<file path="src/rtl/wave_bank_config.sv">
// Shadow/active channel bank with frame-aligned atomic commit and per-channel rate ticks.
// Commit lands one cycle after the accepted frame_tick; host writes stall (wr_ready=0) while a commit is outstanding.
module wave_bank_config #(
  parameter int NCH = 16,
  parameter int W   = 16
) (
  input  logic             clk,
  input  logic             reset_n,
  input  logic             wr_valid,
  output logic             wr_ready,
  input  logic [3:0]       wr_chan,
  input  logic [1:0]       wr_field,
  input  logic [W-1:0]     wr_data,
  input  logic [NCH-1:0]   ch_enable,
  input  logic             commit_req,
  input  logic             commit_resync,
  input  logic             frame_tick,
  output logic             busy,
  output logic [NCH*W-1:0] amps,
  output logic [NCH*W-1:0] offsets,
  output logic [NCH*W-1:0] phasewords,
  output logic [NCH-1:0]   clks,
  output logic             dp_reset
);

  typedef enum logic [1:0] {IDLE, PENDING, COMMIT} state_t;

  state_t       state;
  logic         resync_q;
  logic [W-1:0] amp_s [NCH];
  logic [W-1:0] off_s [NCH];
  logic [W-1:0] pw_s  [NCH];
  logic [W-1:0] div_s [NCH];
  logic [W-1:0] div_a [NCH];
  logic [W-1:0] cnt   [NCH];
  logic         wr_fire;

  assign wr_ready = (state == IDLE);
  assign busy     = (state != IDLE);
  // Channels beyond NCH are accepted but dropped.
  assign wr_fire  = wr_valid && wr_ready && (int'(wr_chan) < NCH);

  always_ff @(posedge clk or negedge reset_n) begin
    if (!reset_n) begin
      state      <= IDLE;
      resync_q   <= 1'b0;
      dp_reset   <= 1'b0;
      amps       <= '0;
      offsets    <= '0;
      phasewords <= '0;
      for (int i = 0; i < NCH; i++) begin
        amp_s[i] <= '0;
        off_s[i] <= '0;
        pw_s[i]  <= '0;
        div_s[i] <= '0;
        div_a[i] <= '0;
      end
    end else begin
      dp_reset <= 1'b0;
      if (wr_fire) begin
        case (wr_field)
          2'd0:    amp_s[wr_chan] <= wr_data;
          2'd1:    off_s[wr_chan] <= wr_data;
          2'd2:    pw_s[wr_chan]  <= wr_data;
          default: div_s[wr_chan] <= wr_data;
        endcase
      end
      case (state)
        IDLE: begin
          // A frame_tick in this same cycle is deliberately not honoured.
          if (commit_req) begin
            state    <= PENDING;
            resync_q <= commit_resync;
          end
        end
        PENDING: begin
          if (frame_tick) state <= COMMIT;
        end
        COMMIT: begin
          for (int i = 0; i < NCH; i++) begin
            amps[i*W +: W]       <= amp_s[i];
            offsets[i*W +: W]    <= off_s[i];
            phasewords[i*W +: W] <= pw_s[i];
            div_a[i]             <= div_s[i];
          end
          dp_reset <= resync_q;
          state    <= IDLE;
        end
        default: state <= IDLE;
      endcase
    end
  end

  // Rate counters restart together with the new divisors on the commit edge.
  always_ff @(posedge clk or negedge reset_n) begin
    if (!reset_n) begin
      clks <= '0;
      for (int i = 0; i < NCH; i++) cnt[i] <= '0;
    end else begin
      for (int i = 0; i < NCH; i++) begin
        if (!ch_enable[i] || state == COMMIT) begin
          cnt[i]  <= '0;
          clks[i] <= 1'b0;
        end else if (cnt[i] == div_a[i]) begin
          cnt[i]  <= '0;
          clks[i] <= 1'b1;
        end else begin
          cnt[i]  <= cnt[i] + W'(1);
          clks[i] <= 1'b0;
        end
      end
    end
  end

endmodule

</file>
<file path="config.mk">
export PLATFORM = sky130hd
export DESIGN_NAME = wave_bank_config
export DESIGN_NICKNAME = d
export VERILOG_FILES = /design/src/rtl/wave_bank_config.sv
export SDC_FILE = /design/constraint.sdc
export NUM_CORES = 2
export LEC_CHECK = 0
export BUFFER_PORTS_ARGS = -buffer_cell sky130_fd_sc_hd__buf_2
export CORE_ASPECT_RATIO = 0.8
export CORE_UTILIZATION = 45
export CTS_BUF_LIST = sky130_fd_sc_hd__clkbuf_4 sky130_fd_sc_hd__clkbuf_8
export CTS_CLUSTER_SIZE = 24
export DETAILED_ROUTE_END_ITERATION = 8
export HOLD_SLACK_MARGIN = 0.05
export PLACE_DENSITY = 0.65
export SLEW_MARGIN = 10
export SYNTH_ARGS = -nofsm -noshare
export SYNTH_HDL_FRONTEND = slang
export SYNTH_SLANG_ARGS = --single-unit
</file>
<file path="constraint.sdc">
create_clock -name clk -period 6.26 [get_ports clk]
set_input_delay 0.939 -clock clk [delete_from_list [all_inputs] [get_ports clk]]
set_output_delay 0.939 -clock clk [all_outputs]
set_load 0.01 [all_outputs]
</file>
==> impl_metrics.json <==
{
  "dp_hpwl_mm": 161,
  "irDropWorstVdd_mv": 0.215,
  "p_leak_nw": 57.4,
  "n_fill_cell": 18100,
  "numClockSinks": 2324,
  "portBuffers": 830,
  "core_area_um2": 206000,
  "synthTopCellsByArea": "dfrtp_1 (62%), nand2_1 (13%), mux2_2 (10%)",
  "area_delta_synth_final_pct": 15.5,
  "wl_mm": 262,
  "cts.clk_slew.worst_paths_ns": 0.06,
  "viasPerCell": 5.25,
  "outcome": "completed",
  "max_freq_ghz": 0.298,
  "crit_chain": "nor2_2, buf_2",
  "num-nets-final": 9200,
  "holdPathStages": 3,
  "power_mw": 38.3,
  "io_pins": 831,
  "maxCapViolations": 0,
  "crit_path_start_kind": "flop",
  "worst_slew_pin_slew_ns": 1.19,
  "cpMaxStageDelayCell": "nor2_2",
  "clockPowerShare_pct": 36.3,
  "drive_gt1_share_pct": 27.8,
  "cp.arrival_ns": 2.41,
  "grt_pass1_vias": 63900,
  "critPathKind": "reg -> out",
  "seq_power_share_pct": 48.1,
  "min_period_over_period_pct": 53.5,
  "drtIter0Drc": 5605,
  "yosysTopAreaCell": "dfrtp_1",
  "max_stage_delay_ns": 0.58,
  "hold_violations": 0,
  "multi_input_area_um2": 33000,
  "grt_pass1_wl_mm": 398,
  "die_h_um": 410,
  "die_w_um": 511,
  "reg2reg_to": "div_s[16]",
  "post_synth.cell_area_avg_um2": 11.2,
  "fin_tns_setup_ns": 0,
  "die_area_um2": 209000,
  "placed_cells": 11500,
  "clockBufferDepth": 4,
  "reg2reg_depth": 4,
  "hold_path.class": "in -> reg",
  "skew_ns": 0.0821,
  "pwr-share-comb_pct": 15.6,
  "initial_core_util_pct": 45.3,
  "antenna_left": 0,
  "intPower_mw": 27.1,
  "drc": 0,
  "htree_num_levels": 5,
  "grt_remaining_overflow": 0,
  "syn_area_um2": 93400,
  "synth.top_cell.area_share_pct": 62.3,
  "gp_congestion": 0.840,
  "root_buffer": "clkbuf_8",
  "grt_max_degree": 193,
  "critPathLaunch": "state[1]",
  "rsz0062_at_grt": "no",
  "r2r_slack_ns": 3.15,
  "wl_per_cell_um": 21.6,
  "final_max_slew_viol_count": 0,
  "fin_cells": 12100,
  "cts-buffers-inserted": 383,
  "rows": 149,
  "power_density_nw_per_um2": 355,
  "cp_max_fo": 6,
  "path_depth": 2,
  "place_area_um2": 99900,
  "ys_types": 52,
  "design_area_um2": 108000,
  "relSlewSlack_pct": 20.7,
  "endpoint": "wr_ready",
  "routed-via-count": 63800,
  "p_switching_mw": 11.2,
  "syn_nets": 8381,
  "finalCriticalPeriod_ns": 3.35,
  "synth-seq-area-share_pct": 62.3,
  "p_sw_share_pct": 29.2,
  "ys_warn_count": 0,
  "clk_latency_ns": 1.09,
  "synthCells": 8321,
  "synth_seq_cells": 2324,
  "seqCellArea_um2": 58200,
  "grt_use_total_pct": 24.8,
  "worst-path-buf-inv": 1,
  "cts_tree": "yes",
  "cp_top_family": "simple AND/OR/NAND/NOR gates",
  "setup_viol": 0,
  "required_ns": 5.32,
  "antenna_found_initial": 18,
  "first_pass_iters": 5,
  "critPathCaptureType": "primary output",
  "final_core_util_pct": 52.3,
  "final_common_cell": "nand2_1",
  "r2r-start": "state[1]",
  "layout_common_cells": "nand2_1 (3180), dfrtp_1 (2324), mux2_2 (845)"
}
-- how the worst min path moves through the flow --
stage                     from          to  slack, ns
floorplan             div_s[0]    div_a[0]       0.43
global placement    div_s[255]  div_a[255]       0.44
detailed placement  div_s[190]  div_a[190]       0.44
CTS                 frame_tick    state[1]       0.18
global route        frame_tick    state[1]       0.17
finish              frame_tick    state[1]       0.27
-- routing by layer --
metal	GRT usage (%)	wire length, um	vias to the layer above
met5	0	0	-
met4	10.8	11000	0
met3	5.20	14900	510
met2	38.9	124000	1786
met1	33.5	113000	32800
li1	-	-	28700
-- logic make-up after synthesis --
group | count (synthesis) | synth area share (%)
AND/OR/NAND/NOR | 3928 | 17.7
multiplexers | 1026 | 12.8
buffers and inverters | 517 | 2.40
adder cells (fa/ha/maj) | 16 | 0.214
XOR/XNOR | 450 | 4.22
flip-flops | 2324 | 62.3
AO/OA/AOI/OAI | 60 | 0.473
-- power groups by stage --
| stage | clock [mW] | sequential [mW] | combinational, mW |
|---|---|---|---|
| after global routing | 14.8 | 18.6 | 6.58 |
| after CTS | 14.2 | 18.4 | 6.03 |
| after detailed placement | 0 | 18.6 | 6.01 |
| after global placement | 0 | 18.6 | 5.87 |
| after floorplan | 0 | 18.6 | 3.08 |
| final | 13.9 | 18.4 | 5.97 |
-- sequential cells by signal, summed over array words and instances (netlist names), 256 cells and up --
signal,flops
phasewords,256
div_s,256
amps,256
off_s,256
div_a,256
cnt,256
pw_s,256
offsets,256
amp_s,256
-- through the flow --
| step | hold WS, ns | setup slack [ns] |
|---|---|---|
| floorplan | 0.433 | 3.84 |
| global placement | 0.441 | 2.90 |
| detailed placement | 0.445 | 2.89 |
| CTS | 0.176 | 2.86 |
| global route | 0.170 | 2.89 |
| finish | 0.267 | 2.91 |
-- worst register-to-register path, stage by stage, from the launching register on --
cell and delay (ns):
dfrtp_1 0.48, nor2_2 0.58, and4_2 0.65, nand2_1 0.72, mux2_2 0.57
-- cell usage after synthesis, drive strengths merged --
master	n
or3b	3
buf	126
o31ai	19
nand3	103
nor4	51
or4	21
and3	19
clkbuf	359
nor4b	1
nor3	260
nor2b	21
or3	16
nand2b	6
ha	16
nand4b	1
nor3b	16
xnor2	376
o21ai	6
mux2	1025
a211oi	30
dfrtp	2324
xor2	74
and4	12
nand4	118
a31o	2
mux2i	1
or2	6
nand2	3200
inv	32
o41ai	3
nor2	70
and2	4
-- what timing repair did --
item                       in CTS  in global routing
setup endpoints to repair       0                  0
gates resized for setup         0                  0
buffers inserted                0                  0
hold endpoints to repair      100                  0
hold buffers                    2                  0
-- cell type report --
type	instances	area share, %
sequential	2324	53.9
multi-input combinational	5480	30.6
clock buffer	604	7.04
timing repair buffer	919	4.78
tap	2718	3.15
clock inverter	50	0.370
inverter	32	0.111
antenna	18	0.0417
Power figures use the tool's default switching activity.
